File: config.mk
export PLATFORM = sky130hd
export DESIGN_NAME = spi_master_tx
export DESIGN_NICKNAME = d
export VERILOG_FILES = /design/src/rtl/spi_pkg.sv /design/src/rtl/spi_clk_gen.sv /design/src/rtl/spi_master_tx.sv
export SDC_FILE = /design/constraint.sdc
export NUM_CORES = 1
export LEC_CHECK = 0
export CAP_MARGIN = 40
export CORE_UTILIZATION = 54
export CTS_CLUSTER_DIAMETER = 200
export CTS_CLUSTER_SIZE = 10
export DETAILED_ROUTE_END_ITERATION = 8
export GPL_ROUTABILITY_DRIVEN = 0
export GPL_TIMING_DRIVEN = 0
export PLACE_DENSITY = 0.79
export SETUP_SLACK_MARGIN = 0.5
export SLEW_MARGIN = 25
export SYNTH_ARGS = -nofsm -noshare
export SYNTH_HDL_FRONTEND = slang
export SYNTH_SLANG_ARGS = --single-unit
File: constraint.sdc
create_clock -name clk -period 2.1 [get_ports clk]
set_input_delay 0.63 -clock clk [delete_from_list [all_inputs] [get_ports clk]]
set_output_delay 0.63 -clock clk [all_outputs]
set_load 0.005 [all_outputs]
File: src/rtl/spi_pkg.sv
// rtl/spi_pkg.sv - SPI mode constants and master FSM state encoding shared with the slave side
package spi_pkg;

  // Mode 0: SCLK idles low, data is sampled on the leading (rising) edge.
  localparam logic SPI_CPOL = 1'b0;
  localparam logic SPI_CPHA = 1'b0;

  typedef logic [2:0] spi_state_t;

  localparam spi_state_t ST_IDLE  = 3'd0;
  localparam spi_state_t ST_SETUP = 3'd1;
  localparam spi_state_t ST_SHIFT = 3'd2;
  localparam spi_state_t ST_NEXT  = 3'd3;
  localparam spi_state_t ST_HOLD  = 3'd4;
  localparam spi_state_t ST_GAP   = 3'd5;

endpackage

File: src/rtl/spi_clk_gen.sv
// rtl/spi_clk_gen.sv - SCLK half-period timer producing rise/fall strobes for the master FSM
module spi_clk_gen #(
  parameter int CLK_DIV = 4
) (
  input  logic clk,
  input  logic rst,
  input  logic en_i,
  output logic rise_o,
  output logic fall_o
);

  localparam int HW = $clog2(CLK_DIV + 1);
  localparam logic [HW-1:0] HALF_LAST = HW'(CLK_DIV - 1);

  logic [HW-1:0] cnt_q, cnt_d;
  logic          phase_q, phase_d;
  logic          tick;

  // A strobe fires on the last cycle of each half period; phase says which edge it is.
  assign tick   = en_i && (cnt_q == HALF_LAST);
  assign rise_o = tick && !phase_q;
  assign fall_o = tick && phase_q;

  // Count while enabled; when disabled, restart so the next word begins with a full low half.
  always_comb begin
    cnt_d   = cnt_q;
    phase_d = phase_q;
    if (!en_i) begin
      cnt_d   = '0;
      phase_d = 1'b0;
    end else if (tick) begin
      cnt_d   = '0;
      phase_d = !phase_q;
    end else begin
      cnt_d = cnt_q + HW'(1);
    end
  end

  // Half-period counter and edge phase registers.
  always_ff @(posedge clk or posedge rst) begin
    if (rst) begin
      cnt_q   <= '0;
      phase_q <= 1'b0;
    end else begin
      cnt_q   <= cnt_d;
      phase_q <= phase_d;
    end
  end

endmodule

File: src/rtl/spi_master_tx.sv
// rtl/spi_master_tx.sv - mode-0 MSB-first SPI master fed by a word stream, full-duplex rx
module spi_master_tx
  import spi_pkg::*;
#(
  parameter int DATA_W   = 8,
  parameter int CLK_DIV  = 4,
  parameter int SS_SETUP = 2,
  parameter int SS_HOLD  = 2,
  parameter int IDLE_GAP = 2
) (
  input  logic              clk,
  input  logic              rst,
  input  logic [DATA_W-1:0] tx_data_i,
  input  logic              tx_valid_i,
  input  logic              tx_last_i,
  output logic              tx_ready_o,
  output logic [DATA_W-1:0] rx_data_o,
  output logic              rx_valid_o,
  output logic              busy_o,
  output logic              spi_clk_o,
  output logic              spi_ss_o,
  output logic              mosi_o,
  input  logic              miso_i
);

  localparam int PH_MAX = (SS_SETUP > SS_HOLD)
                          ? ((SS_SETUP > IDLE_GAP) ? SS_SETUP : IDLE_GAP)
                          : ((SS_HOLD  > IDLE_GAP) ? SS_HOLD  : IDLE_GAP);
  localparam int CW = $clog2(PH_MAX + 1);
  localparam int BW = $clog2(DATA_W + 1);

  localparam logic [CW-1:0] SETUP_LAST = CW'(SS_SETUP - 1);
  localparam logic [CW-1:0] HOLD_LAST  = CW'(SS_HOLD - 1);
  localparam logic [CW-1:0] GAP_LAST   = CW'(IDLE_GAP - 1);
  localparam logic [BW-1:0] BIT_LAST   = BW'(DATA_W - 1);

  spi_state_t        state_q, state_d;
  logic [CW-1:0]     cnt_q, cnt_d;
  logic [BW-1:0]     bit_q, bit_d;
  logic [DATA_W-1:0] tx_sh_q, tx_sh_d;
  logic [DATA_W-1:0] rx_sh_q, rx_sh_d;
  logic [DATA_W-1:0] rx_data_q, rx_data_d;
  logic              last_q, last_d;
  logic              ss_q, ss_d;
  logic              sclk_q, sclk_d;
  logic              rx_valid_q, rx_valid_d;
  logic              busy_q, busy_d;
  logic              miso_s1_q, miso_s2_q;
  logic              rise_s, fall_s, sample_s;
  logic              ready, accept;

  // Ready is decoded from state; it is held low while reset is applied.
  assign ready      = !rst && ((state_q == ST_IDLE) || (state_q == ST_NEXT));
  assign accept     = tx_valid_i && ready;
  assign tx_ready_o = ready;

  assign rx_data_o  = rx_data_q;
  assign rx_valid_o = rx_valid_q;
  assign busy_o     = busy_q;
  assign spi_clk_o  = sclk_q;
  assign spi_ss_o   = ss_q;
  assign mosi_o     = tx_sh_q[DATA_W-1];

  // The shift register MSB drives MOSI, so the word shifts left once per falling edge.
  assign sample_s = (SPI_CPHA == 1'b0) ? rise_s : fall_s;

  spi_clk_gen #(.CLK_DIV(CLK_DIV)) u_clk_gen (
    .clk    (clk),
    .rst    (rst),
    .en_i   (state_q == ST_SHIFT),
    .rise_o (rise_s),
    .fall_o (fall_s)
  );

  // Two-flop synchroniser on MISO; the slave is clocked from our SCLK, not clk.
  always_ff @(posedge clk or posedge rst) begin
    if (rst) begin
      miso_s1_q <= 1'b0;
      miso_s2_q <= 1'b0;
    end else begin
      miso_s1_q <= miso_i;
      miso_s2_q <= miso_s1_q;
    end
  end

  // Frame sequencing: SS setup, per-bit SCLK/shift, word hand-off, SS hold and idle gap.
  always_comb begin
    state_d    = state_q;
    cnt_d      = cnt_q;
    bit_d      = bit_q;
    tx_sh_d    = tx_sh_q;
    rx_sh_d    = rx_sh_q;
    rx_data_d  = rx_data_q;
    last_d     = last_q;
    ss_d       = ss_q;
    sclk_d     = sclk_q;
    rx_valid_d = 1'b0;

    case (state_q)
      ST_IDLE: begin
        cnt_d = '0;
        if (accept) begin
          tx_sh_d = tx_data_i;
          last_d  = tx_last_i;
          ss_d    = 1'b0;
          state_d = ST_SETUP;
        end
      end
      ST_SETUP: begin
        if (cnt_q == SETUP_LAST) begin
          cnt_d   = '0;
          state_d = ST_SHIFT;
        end else begin
          cnt_d = cnt_q + CW'(1);
        end
      end
      ST_SHIFT: begin
        if (sample_s) begin
          rx_sh_d = {rx_sh_q[DATA_W-2:0], miso_s2_q};
        end
        if (rise_s) begin
          sclk_d = !SPI_CPOL;
        end
        if (fall_s) begin
          sclk_d = SPI_CPOL;
          if (bit_q == BIT_LAST) begin
            bit_d      = '0;
            rx_valid_d = 1'b1;
            rx_data_d  = rx_sh_q;
            state_d    = last_q ? ST_HOLD : ST_NEXT;
          end else begin
            bit_d   = bit_q + BW'(1);
            tx_sh_d = {tx_sh_q[DATA_W-2:0], 1'b0};
          end
        end
      end
      ST_NEXT: begin
        // SS stays asserted; the frame simply waits here for the next word.
        if (accept) begin
          tx_sh_d = tx_data_i;
          last_d  = tx_last_i;
          state_d = ST_SHIFT;
        end
      end
      ST_HOLD: begin
        if (cnt_q == HOLD_LAST) begin
          cnt_d   = '0;
          ss_d    = 1'b1;
          state_d = ST_GAP;
        end else begin
          cnt_d = cnt_q + CW'(1);
        end
      end
      ST_GAP: begin
        if (cnt_q == GAP_LAST) begin
          cnt_d   = '0;
          state_d = ST_IDLE;
        end else begin
          cnt_d = cnt_q + CW'(1);
        end
      end
      default: begin
        state_d = ST_IDLE;
        cnt_d   = '0;
        ss_d    = 1'b1;
        sclk_d  = SPI_CPOL;
      end
    endcase

    busy_d = (state_d != ST_IDLE);
  end

  // State and output registers; reset aborts any frame in progress immediately.
  always_ff @(posedge clk or posedge rst) begin
    if (rst) begin
      state_q    <= ST_IDLE;
      cnt_q      <= '0;
      bit_q      <= '0;
      tx_sh_q    <= '0;
      rx_sh_q    <= '0;
      rx_data_q  <= '0;
      last_q     <= 1'b0;
      ss_q       <= 1'b1;
      sclk_q     <= SPI_CPOL;
      rx_valid_q <= 1'b0;
      busy_q     <= 1'b0;
    end else begin
      state_q    <= state_d;
      cnt_q      <= cnt_d;
      bit_q      <= bit_d;
      tx_sh_q    <= tx_sh_d;
      rx_sh_q    <= rx_sh_d;
      rx_data_q  <= rx_data_d;
      last_q     <= last_d;
      ss_q       <= ss_d;
      sclk_q     <= sclk_d;
      rx_valid_q <= rx_valid_d;
      busy_q     <= busy_d;
    end
  end

endmodule

# Yosys cells after proc, flatten, opt, wreduce, memory -nomap -nowiden
# Index checks and enable logic that the tools add are counted.
[word_totals]
memories = 0
input_bits = 13
wordCells = 87
reg_bits = 44
latchBits = 0
output_inout_bits = 14
ramBits = 0
mem_bits_ro = 0
[classes]
n_reduce_logical = 23
n_addsub = 3
n_shift = 0
n_mux = 29
n_mul = 0
n_div = 0
bitwise_logic = 2
order_cmp = 0
eq_ne = 15
[op_table]
columns = ["op", "n"]
rows = [
  ["2-to-1 mux 3 bit", 10],
  ["2-to-1 mux 8 bit", 3],
  ["case mux 3 bit (6 select lines)", 1],
  ["case mux 8 bit (2 select lines)", 1],
  ["inequality test 2 bit (second input constant)", 5],
  ["equality test 3 x 2 -> 1 bit (second input constant)", 3],
  ["2-to-1 mux 1 bit", 9],
  ["AND reduction 2 bit", 4],
  ["equality test 3 bit (second input constant)", 2],
  ["AND reduction 3 bit", 2],
  ["logical AND 1 bit", 5],
  ["OR reduction 5 bit", 1],
  ["adder 4 x 1 -> 4 bit (second input constant)", 1],
  ["equality test 4 x 3 -> 1 bit (second input constant)", 1],
  ["2-to-1 mux 4 bit", 1],
  ["case mux 2 bit (2 select lines)", 1],
  ["AND reduction 4 bit", 1],
  ["OR reduction 2 bit", 2],
  ["OR reduction 4 bit", 1],
  ["adder 3 x 1 -> 3 bit (second input constant)", 1],
  ["equality test 3 x 1 -> 1 bit (second input constant)", 1],
  ["zero test 3 bit", 1],
  ["inequality test 3 bit (second input constant)", 1],
  ["case mux 1 bit (3 select lines)", 1],
  ["other kinds (11)", 13],
]

# Logic depth before layout (Yosys ltp)
# Gate-level depths: netlist (run 1).
[depth]
word_depth = 7
depth_mapped = 6
ltp_nobuf = 5

# Cells and area by module
# Synthesis (run 1) repeated with hierarchy kept, for this count alone.
[hier_totals]
cells_unflattened = 161
hier_area_um2 = 1984.4
[by_module_without_submodules]
columns = ["mod", "n_inst", "area_per_inst_um2", "seq_area_each_um2", "cells_each"]
rows = [
  ["spi_master_tx", 1, 1801.7, 1002.2, 145],
  ["spi_clk_gen", 1, 182.7, 100.1, 16],
]

# Worst setup path before layout (run 1)
# No wires, ideal clock.
[synth_timing]
kind = "flip-flop to flip-flop"
startpoint = "register u_clk_gen.cnt_q[0]"
endpoint = "register tx_sh_q[1]"
setup_ns = 0.125
period_less_slack_ns = 1.798
required_ns = 1.975
t_arrival_ns = 1.673
setup_slack_ns = 0.302
stages_incl_launch_ff = 7
cell_sequence = "dfrtp_1 -> ha_1 -> nor4bb_2 -> and2_1 -> buf_4 -> a22oi_4 -> mux2_4"
[synth_between]
elab_chain_len = 5
[synth_lines]
columns = ["element", "line_no", "text"]
rows = [
  ["start: declaration", "spi_clk_gen.sv:15", "logic [HW-1:0] cnt_q, cnt_d;"],
  ["start signal: assignment", "spi_clk_gen.sv:45", "cnt_q <= cnt_d;"],
  ["equality test 3 x 2 -> 1 bit", "spi_clk_gen.sv:20", "assign tick = en_i && (cnt_q == HALF_LAST);"],
  ["logical AND 1 bit", "spi_clk_gen.sv:20", ""],
  ["logical AND 1 bit", "spi_clk_gen.sv:22", "assign fall_o = tick && phase_q;"],
  ["inequality test 2 bit (no source line)", "-", ""],
  ["AND reduction 4 bit (no source line)", "-", ""],
  ["end signal: assignment", "spi_master_tx.sv:191", "tx_sh_q <= tx_sh_d;"],
  ["end: declaration", "spi_master_tx.sv:40", "logic [DATA_W-1:0] tx_sh_q, tx_sh_d;"],
]
# No other way between the ends.
# A chain may end at the register's enable or synchronous reset.

# Worst setup path after layout (run 1)
[layout_timing]
startpoint = "register state_q[0]"
endpoint = "register tx_sh_q[3]"
[layout_between]
elab_chain_len = 6
elab_cells_between_ends = 15
classes_between = "eq/ne (5); mux (1); reduce/logical (9)"
[layout_lines]
columns = ["element", "line_no", "text"]
rows = [
  ["start: declaration", "spi_master_tx.sv:37", "spi_state_t state_q, state_d;"],
  ["start signal: assignment", "spi_master_tx.sv:188", "state_q <= state_d;"],
  ["equality test 3 x 2 -> 1 bit / zero test 3 bit (equally long branches)", "spi_master_tx.sv:53, spi_master_tx.sv:99", ""],
  ["logical OR 1 bit", "spi_master_tx.sv:53", "assign ready = !rst && ((state_q == ST_IDLE) || (state_q == ST_NEXT));"],
  ["logical AND 1 bit", "spi_master_tx.sv:53", ""],
  ["logical AND 1 bit", "spi_master_tx.sv:54", "assign accept = tx_valid_i && ready;"],
  ["inequality test 2 x 1 -> 1 bit (no source line)", "-", ""],
  ["AND reduction 4 bit (no source line)", "-", ""],
]
# Parallel ways exist; a longest one is shown, timed or not.

==> results of run 1 <==
cells by family (layout without fill, tap and decap cells):
logic type / count (synthesis) / count (layout)
mux: 35 / 35
fa+ha+maj: 2 / 2
xor+xnor: 3 / 3
compound gates: 12 / 12
buf+inv: 8 / 63
flops: 44 / 44
simple gates: 41 / 41
layer usage:
metal  wire length (um)  part of all wire  vias to the layer above  GRT usage
li1                   -                 -                      620          -
met1               1677              0.42                      690     0.2543
met2               2148              0.54                       30     0.3954
met3                103             0.026                        8    0.05292
met4                 76             0.019                        0    0.09884
met5                  0                 0                        -          0
power by group through the flow:
stage               clock (W)  sequential, W  combinational (W)
global placement            0       0.000875          0.0000470
CTS                  0.000564       0.000860          0.0000551
floorplan                   0       0.000874          0.0000202
detailed placement          0       0.000876          0.0000543
global route         0.000599       0.000861          0.0000603
finish               0.000550       0.000860          0.0000543
area by class of cell:
| type | instances | area, um2 | area share |
|---|---|---|---|
| flip-flops and latches | 44 | 1104 | 0.4145 |
| multi-input cells | 93 | 902.1 | 0.3388 |
| repair buffers | 48 | 451.7 | 0.1696 |
| clock buffers | 7 | 96.34 | 0.03618 |
| well taps | 46 | 57.56 | 0.02162 |
| plain buffers | 4 | 32.53 | 0.01222 |
| inverters | 4 | 18.77 | 0.007049 |
placed cells by master, fill, tap and decap left out, types with 2 or more instances in the layout:
cell,instances
dfrtp_1,42
buf_4,17
mux2_4,16
clkdlybuf4s50_1,11
nand2_1,9
mux2_2,9
mux2_1,8
nor2_1,7
clkbuf_8,7
dlygate4sd2_1,7
clkdlybuf4s15_1,6
buf_2,4
buf_6,4
nor3_1,4
nor2b_1,3
a21oi_1,3
inv_1,3
buf_12,3
nand3b_1,2
o21ai_0,2
nand2b_1,2
nand4_1,2
o21a_1,2
mux2i_1,2
xnor2_1,2
worst register-to-register path, cell delays in order, from the launching register on:
cell	delay (ns)
dfrtp_2	0.47
buf_6	0.14
nor4bb_4	0.31
and2_1	0.19
buf_6	0.14
a22oi_4	0.06
buf_12	0.15
mux2_4	0.30
flip-flops by register name, summed over array words and instances (netlist names), 2 cells and up:
signal	flops
rx_data_o	8
bit_q	4
cnt_q	2
tx_sh_q	8
rx_sh_q	8
state_q	3
u_clk_gen.cnt_q	3
per-stage QoR:
step	instance area (um2)	worst slack [ns]	TNS, ns	power, W	std cells
after floorplan	2009	0.3551	0	0.0008945	145
after global placement	2327	-0.3480	-0.9473	0.0009225	217
after detailed placement	2347	-0.3711	-1.548	0.0009306	218
after CTS	2606	0.2191	0	0.001479	242
after global routing	2663	0.1813	0	0.001519	246
final	2663	0.2374	0	0.001464	246
worst max-delay path by stage:
stage | slack [ns] | from | endpoint | cells past startpoint
finish | 0.24 | state_q[0] | tx_sh_q[3] | 7
global route | 0.18 | state_q[0] | tx_sh_q[3] | 7
CTS | 0.22 | state_q[1] | tx_ready_o | 4
detailed placement | -0.37 | rst | tx_ready_o | 3
global placement | -0.35 | rst | tx_ready_o | 3
floorplan | 0.36 | u_clk_gen.cnt_q[0] | tx_sh_q[1] | 6
what timing repair did:
| item | CTS | global route |
|---|---|---|
| hold endpoints to repair | 0 | 0 |
| setup buffers | 17 | 4 |
| setup endpoints to repair | 43 | 41 |
| gates resized for setup | 27 | 10 |
| pin swaps | 6 | 1 |
==> flow_metrics.env, run 1 <==
export IMPL_sw_frac_of_total=0.1965
export IMPL_cp_common_cell="buf_6"
export IMPL_r2r_start="state_q[0]"
export IMPL_min_to="miso_s2_q"
export IMPL_synth_edf_count=0
export IMPL_rows=21
export IMPL_relSlewSlack=0.6950
export IMPL_critical_path_max_stage_delay_ns=0.47
export IMPL_r2r_setup_slack_ns=0.24
export IMPL_crit_buf_inv=3
export IMPL_min_path_cells=0
export IMPL_internal_power_w=0.001176
export IMPL_postSynthCellCount=145
export IMPL_dieArea_um2=3933
export IMPL_fillerInstances=209
export IMPL_synth_top_area_cell="dfrtp_1"
export IMPL_tritoncts="yes"
export IMPL_netSwitchingPower_w=0.0002877
export IMPL_synth_compound_area_frac=0.04651
export IMPL_routed_via_density=5.480
export IMPL_peakVddDrop_mv=0.3565
export IMPL_setup_viol=0
export IMPL_synth_seq_area_share=0.5537
export IMPL_synth_area_leaders="dfrtp_1 (54%), mux2_4 (11%), mux2_1 (5.1%)"
export IMPL_outcome="completed"
export IMPL_drt_pass1_iter_count=4
export IMPL_core_um2=3442
export IMPL_final_util=0.7735
export IMPL_wirelength_um=4005
export IMPL_numCtsBuffers=5
export IMPL_synthArstFlopShare=1.000
export IMPL_synth_xor_area_frac=0.01697
export IMPL_reg2regPathDepth=7
export IMPL_maxCapViolCount=0
export IMPL_grt_max_degree=29
export IMPL_start_util=0.5783
export IMPL_synth_mux_area_frac=0.2250
export IMPL_synth_cell_types=37
export IMPL_synth_most_common_cell="dfrtp_1"
export IMPL_max_clock_path_buffers=2
export IMPL_die_h_um=62.72
export IMPL_slew_violations=0
export IMPL_fin_nets=215
export IMPL_min_from="miso_s1_q"
export IMPL_worstPathCellList="buf_6, nor4bb_4, and2_1, buf_6, a22oi_4, buf_12, mux2_4"
export IMPL_syn_area_um2=1991
export IMPL_synthTopCellsByCount="dfrtp_1 (43), mux2_4 (15), mux2_1 (9), mux2_2 (9), nand2_1 (9)"
export IMPL_critPathLaunchType="flip-flop"
export IMPL_ant_nets=0
export IMPL_critPathMaxFanout=8
export IMPL_via_count=1348
export IMPL_period_share=0.8869
export IMPL_synth_fa_ha_area_frac=0.01257
export IMPL_r2r_end="tx_sh_q[3]"
export IMPL_synth_ff_type="dfrtp_1"
export IMPL_path_clk_slew_ns=0.08
export IMPL_power_frac_clock=0.376
export IMPL_seqPwrFrac=0.587
export IMPL_max_freq_mhz=536.9
export IMPL_synth_nets=160
export IMPL_drtIter0Drc=58
export IMPL_rsz0062_at_grt="true"
export IMPL_cts_sinks=44
export IMPL_io_pins=27
export IMPL_avgSynthCellArea_um2=13.73
export IMPL_p_comb_frac=0.037
export IMPL_synth_simple_area_share=0.1251
export IMPL_first_global_vias=1464
export IMPL_hp_class="flip-flop to flip-flop"
export IMPL_grt_pass1_wl_um=6658
export IMPL_crit_path_end_kind="flip-flop"
export IMPL_min_period_ns=1.863
export IMPL_cp_top_family="simple AND/OR/NAND/NOR gates"
export IMPL_antenna_found_initial=0
export IMPL_antenna_cells=0
export IMPL_area_growth_pct=33.75
export IMPL_worstSetupPathType="flip-flop to flip-flop"
export IMPL_cts_root_buffer="clkbuf_8"
export IMPL_slowest_stage="dfrtp_2"
export IMPL_finalHoldViolations=0
export IMPL_ys_ff_latch=44
export IMPL_hold_buffers=0
export IMPL_power_density_nw_per_um2=549.9
export IMPL_clk_latency_ns=0.29
export IMPL_skew_ns=0.006847
export IMPL_ys_warn_count=0
export IMPL_cp_arrival_ns=2.04
export IMPL_worstPathRequired_ns=2.28
export IMPL_die_w_um=62.72
export IMPL_wl_per_cell_um=16.28
export IMPL_p_leak_nw=1.295
export IMPL_synth_top_family_by_area="multiplexers"
export IMPL_synth_top_cell_area_share=0.5405
export IMPL_max_slew_worst_pin_slew_ns=0.4566
export IMPL_holdWs_ns=0.3642
export IMPL_drive_gt1_frac=0.3600
export IMPL_grt_total_usage=0.2231
export IMPL_cts_htree_levels=2
export IMPL_port_buffers=26
export IMPL_drc=0
export IMPL_grt_ovfl_total=0
export IMPL_hpwl_um=2464
Note: power is estimated with default switching activity, not from simulation.
==> run 2: changes to the inputs <==
- CAP_MARGIN: 40 -> 30
- CORE_UTILIZATION: 54 -> 55
- CTS_BUF_LIST: not set -> sky130_fd_sc_hd__clkbuf_4 sky130_fd_sc_hd__clkbuf_8
- PLACE_DENSITY: 0.79 -> 0.8
==> run 2 against run 1 <==
  * Utilization grew 1.7 points
  * Final cell count increased by 2.8%
  * Via count up 2.6%
  * Global-route usage grew 2.6 points
  * Total power down 8.9%
  * Clock power decreased by 24%
  * Setup slack got worse by 0.072 ns
  * Critical path type is now flip-flop to output pin
  * Critical endpoint is now tx_ready_o
  * Largest cell class unchanged
  * Largest power group unchanged
==> flow_metrics.env, run 2 (same netlist as run 1, synthesis figures left out) <==
export IMPL_die_w_um=62.16
export IMPL_grt_pass1_wl_um=7238
export IMPL_setup_viol=0
export IMPL_drive_gt1_frac=0.4493
export IMPL_dieArea_um2=3864
export IMPL_place_area_um2=2327
export IMPL_worstPathRequired_ns=1.47
export IMPL_peakVddDrop_mv=0.3220
export IMPL_grt_use_met1=0.2790
export IMPL_seqPwrFrac=0.645
export IMPL_via_count=1383
export IMPL_period_share=0.9213
export IMPL_cp_top_family="flip-flops"
export IMPL_final_area_um2=2680
export IMPL_ant_nets=0
export IMPL_core_um2=3390
export IMPL_max_slew_worst_pin_slew_ns=0.4857
export IMPL_area_growth_pct=34.63
export IMPL_die_h_um=62.16
export IMPL_path_clk_slew_ns=0.12
export IMPL_port_buffers=26
export IMPL_cts_htree_levels=2
export IMPL_internal_power_w=0.001026
export IMPL_sw_frac_of_total=0.2309
export IMPL_drt_pass1_iter_count=4
export IMPL_crit_buf_inv=2
export IMPL_use_met3=0.04963
export IMPL_critical_path_max_stage_delay_ns=0.41
export IMPL_critPathMaxFanout=2
export IMPL_max_freq_mhz=516.9
export IMPL_wirelength_um=4564
export IMPL_instances_no_fill=253
export IMPL_dp_cells=217
export IMPL_cts_sinks=44
export IMPL_worstSetupPathType="flip-flop to output pin"
export IMPL_layout_common_cells="dfrtp_1 (42), buf_4 (20), mux2_4 (16), clkdlybuf4s50_1 (11)"
export IMPL_worstPathCellList="buf_6, xor2_4, nor3_2, buf_2"
export IMPL_outcome="completed"
export IMPL_start_util=0.5873
export IMPL_skew_ns=0.01892
export IMPL_io_pins=27
export IMPL_finalHoldViolations=0
export IMPL_power_total_w=0.001334
export IMPL_hp_class="flip-flop to flip-flop"
export IMPL_crit_path_end_kind="output pin"
export IMPL_clk_latency_ns=0.36
export IMPL_p_leak_nw=1.308
export IMPL_rsz0062_at_grt="true"
export IMPL_cp_arrival_ns=1.30
export IMPL_drtIter0Drc=98
export IMPL_rows=21
export IMPL_fillerInstances=188
export IMPL_min_period_ns=1.935
export IMPL_numCtsBuffers=5
export IMPL_slew_violations=0
export IMPL_final_common_cell="dfrtp_1"
export IMPL_met2_usage=0.4423
export IMPL_wl_per_cell_um=18.04
export IMPL_hpwl_um=2351
export IMPL_routed_via_density=5.466
export IMPL_maxCapViolCount=0
export IMPL_grt_busiest_layer="met2"
export IMPL_slowest_stage="dfrtp_1"
export IMPL_netSwitchingPower_w=0.0003081
export IMPL_critPathLaunchType="flip-flop"
export IMPL_p_comb_frac=0.041
export IMPL_antenna_cells=0
export IMPL_tns_ns=0
export IMPL_relSlewSlack=0.6755
export IMPL_power_frac_clock=0.314
export IMPL_seqCellArea_um2=1104
export IMPL_drc=0
export IMPL_grt_max_degree=45
export IMPL_fin_nets=221
export IMPL_cts_root_buffer="clkbuf_4"
export IMPL_grt_ovfl_total=0
export IMPL_multi_input_comb_area_um2=937.1
export IMPL_final_util=0.7907
export IMPL_tritoncts="yes"
export IMPL_grt_total_usage=0.2490
export IMPL_antenna_found_initial=0
export IMPL_max_clock_path_buffers=2
export IMPL_first_global_vias=1520
export IMPL_power_density_nw_per_um2=497.7
==> run 2: metrics by stage <==
step                      setup slack (ns)  hold WS [ns]
final                               0.1652        0.3696
after global routing                0.1282        0.3855
after CTS                           0.1129        0.3717
after detailed placement           -0.3879        0.3428
after global placement             -0.3596        0.3349
after floorplan                     0.3551        0.3312
==> run 2: path summary, 6_finish.rpt <==
| check | endpoint | slack (ns) | cells past startpoint | start |
|---|---|---|---|---|
| max in group asynchronous | tx_sh_q[1] | 1.20 | 3 | rst |
| min in group asynchronous | u_clk_gen.phase_q | 0.46 | 2 | rst |
| min reg2reg | miso_s2_q | 0.37 | 0 | miso_s1_q |
| max reg2reg | tx_sh_q[1] | 0.22 | 7 | state_q[0] |
| min | miso_s2_q | 0.37 | 0 | miso_s1_q |
| max | tx_ready_o | 0.17 | 4 | state_q[1] |
==> run 2: area by class of cell <==
cell class                 count  share of cell area
sequential                    44              0.4118
clock inverter                 2            0.004669
tap                           46             0.02148
clock buffer                   6             0.01681
timing repair buffer          53              0.1727
inverter                       4            0.007003
buffer                         4             0.01587
multi-input combinational     94              0.3497
==> run 2: power groups by stage <==
stage	clock network, W	logic [W]	registers, W
2_1_floorplan	0	0.0000202	0.000874
5_1_grt	0.000456	0.0000598	0.000862
4_1_cts	0.000422	0.0000500	0.000860
3_5_place_dp	0	0.0000495	0.000876
6_report	0.000419	0.0000543	0.000861
3_3_place_gp	0	0.0000474	0.000875
==> run 2: repair_timing <==
| item | 4_1_cts | 5_1_grt |
|---|---|---|
| pin swaps | 6 | 4 |
| setup buffers | 20 | 6 |
| endpoints found under the setup margin | 41 | 37 |
| hold buffers | 0 | 0 |
| gates resized for setup | 57 | 12 |
| gates cloned | 1 | 0 |
==> run 2: routing by layer <==
metal	part of all wire	up-vias
met2	0.54	57
met1	0.39	682
met5	0	-
met4	0.026	0
li1	-	631
met3	0.043	13
==> run 3: changes to the inputs <==
- CORE_UTILIZATION: 55 -> 35
- CTS_CLUSTER_DIAMETER: 200 -> not set
- PLACE_DENSITY: 0.8 -> not set
- clock period: 2.1 -> 2.5 ns (I/O delays scaled with it)
==> run 3 against run 2 <==
  * Clock skew down 0.011 ns
  * Final cell count increased by 0.79%
  * Global-route usage shrank 12 points
  * Largest power group unchanged
  * Clock-buffer cell count fell by 1
  * Critical endpoint unchanged
==> flow_metrics.env, run 3 (same netlist as run 1, synthesis figures left out) <==
export IMPL_dieArea_um2=5993
export IMPL_reg2regPathDepth=6
export IMPL_cp_arrival_ns=1.27
export IMPL_grt_max_degree=31
export IMPL_maxCapViolCount=0
export IMPL_hold_buffers=0
export IMPL_port_buffers=26
export IMPL_grt_total_usage=0.1316
export IMPL_worstSetupPathType="flip-flop to output pin"
export IMPL_critPathLaunch="state_q[1]"
export IMPL_hp_class="flip-flop to flip-flop"
export IMPL_drive_gt1_frac=0.2787
export IMPL_drtIter0Drc=31
export IMPL_outcome="completed"
export IMPL_slew_violations=0
export IMPL_wl_per_cell_um=13.58
export IMPL_final_common_cell="dfrtp_1"
export IMPL_min_period_ns=2.017
export IMPL_layout_common_cells="dfrtp_1 (43), clkdlybuf4s50_1 (23), mux2_4 (15)"
export IMPL_antenna_found_initial=0
export IMPL_grt_pass1_wl_um=6127
export IMPL_area_growth_pct=25.96
export IMPL_cts_sinks=44
export IMPL_crit_path_end_kind="output pin"
export IMPL_p_leak_nw=1.160
export IMPL_die_h_um=77.42
export IMPL_cts_root_buffer="clkbuf_8"
export IMPL_grt_ovfl_total=0
export IMPL_ant_nets=0
export IMPL_rows=27
export IMPL_netSwitchingPower_w=0.0002774
export IMPL_power_total_w=0.001319
export IMPL_tritoncts="yes"
export IMPL_io_pins=27
export IMPL_antenna_cells=0
export IMPL_peakVddDrop_mv=0.2563
export IMPL_power_frac_clock=0.420
export IMPL_seqPwrFrac=0.547
export IMPL_rsz0062_at_grt="true"
export IMPL_clk_latency_ns=0.30
export IMPL_internal_power_w=0.001042
export IMPL_slowest_stage="dfrtp_1"
export IMPL_drc=0
export IMPL_power_density_nw_per_um2=526.1
export IMPL_via_count=1193
export IMPL_fillerInstances=489
export IMPL_max_clock_path_buffers=2
export IMPL_relSlewSlack=0.6791
export IMPL_hpwl_um=2393
export IMPL_first_global_vias=1281
export IMPL_setup_viol=0
export IMPL_max_slew_worst_pin_slew_ns=0.4799
export IMPL_tns_ns=0
export IMPL_wirelength_um=3463
export IMPL_p_comb_frac=0.033
export IMPL_min_path_cells=0
export IMPL_max_freq_mhz=495.9
export IMPL_die_w_um=77.42
export IMPL_routed_via_density=4.678
export IMPL_numCtsBuffers=5
export IMPL_cts_htree_levels=2
export IMPL_fin_nets=197
export IMPL_skew_ns=0.007678
export IMPL_r2r_start="u_clk_gen.cnt_q[0]"
export IMPL_min_from="miso_s1_q"
export IMPL_critPathLaunchType="flip-flop"
export IMPL_critical_path_max_stage_delay_ns=0.39
export IMPL_sw_frac_of_total=0.2103
export IMPL_critPathMaxFanout=2
export IMPL_start_util=0.3615
export IMPL_period_share=0.8066
export IMPL_core_um2=5507
export IMPL_worstPathCellList="buf_6, xor2_4, nor3_2, buf_2"
export IMPL_worstPathRequired_ns=1.75
export IMPL_path_clk_slew_ns=0.09
export IMPL_finalHoldViolations=0
export IMPL_drt_pass1_iter_count=2
run 3: final timing paths:
kind                           endpoint  slack [ns]
max                          tx_ready_o        0.48
min                           miso_s2_q        0.37
max reg2reg                  tx_sh_q[7]        0.58
min reg2reg                   miso_s2_q        0.37
max in group asynchronous  rx_data_o[6]        1.59
min in group asynchronous    tx_sh_q[3]        0.44
run 3: cell type report:
class                   count  area [um2]  share of cell area
flip-flops and latches     44        1102              0.4396
clock buffers               5       68.82             0.02745
inverters                   4       15.01            0.005988
repair buffers             30       291.5              0.1163
plain buffers               4       28.78             0.01148
well taps                  72       90.09             0.03593
multi-input cells          93       864.6              0.3448
clock inverters             3       46.29             0.01846
run 3: metal layers:
| metal | up-vias | track usage | part of all wire |
|---|---|---|---|
| met2 | 11 | 0.2133 | 0.49 |
| met1 | 598 | 0.1649 | 0.47 |
| met3 | 5 | 0.03882 | 0.027 |
| met4 | 0 | 0.05094 | 0.016 |
| met5 | - | 0 | 0 |
| li1 | 579 | - | - |
run 3: what timing repair did:
item                                    4_1_cts  5_1_grt
endpoints found under the setup margin        2        5
gates resized for setup                       9        2
setup buffers                                 3        0
pin swaps                                     1        1
run 3: power groups by stage:
| stage | clock network, W | logic (W) | registers, W |
|---|---|---|---|
| after floorplan | 0 | 0.0000167 | 0.000734 |
| after global placement | 0 | 0.0000393 | 0.000736 |
| after detailed placement | 0 | 0.0000457 | 0.000736 |
| after CTS | 0.000573 | 0.0000454 | 0.000722 |
| after global routing | 0.000603 | 0.0000482 | 0.000723 |
| final | 0.000554 | 0.0000430 | 0.000722 |
run 3: per-stage QoR:
step | cells | instance area (um2) | hold WS, ns | utilization | worst slack [ns]
after global routing | 255 | 2507 | 0.3755 | 0.4554 | 0.3915
after floorplan | 145 | 1991 | 0.3312 | - | 0.7019
after CTS | 255 | 2511 | 0.3671 | 0.4560 | 0.4285
final | 255 | 2507 | 0.3711 | 0.4554 | 0.4834
after global placement | 243 | 2341 | 0.3325 | 0.4251 | -0.2398
after detailed placement | 244 | 2361 | 0.3458 | 0.4288 | -0.2472
run 3: critical path, delay by kind of cell (launching register included):
| kind | cells | cell delay [ns] |
|---|---|---|
| simple gates | 1 | 0.13 |
| flops | 1 | 0.39 |
| buf+inv | 2 | 0.28 |
| xor+xnor | 1 | 0.18 |
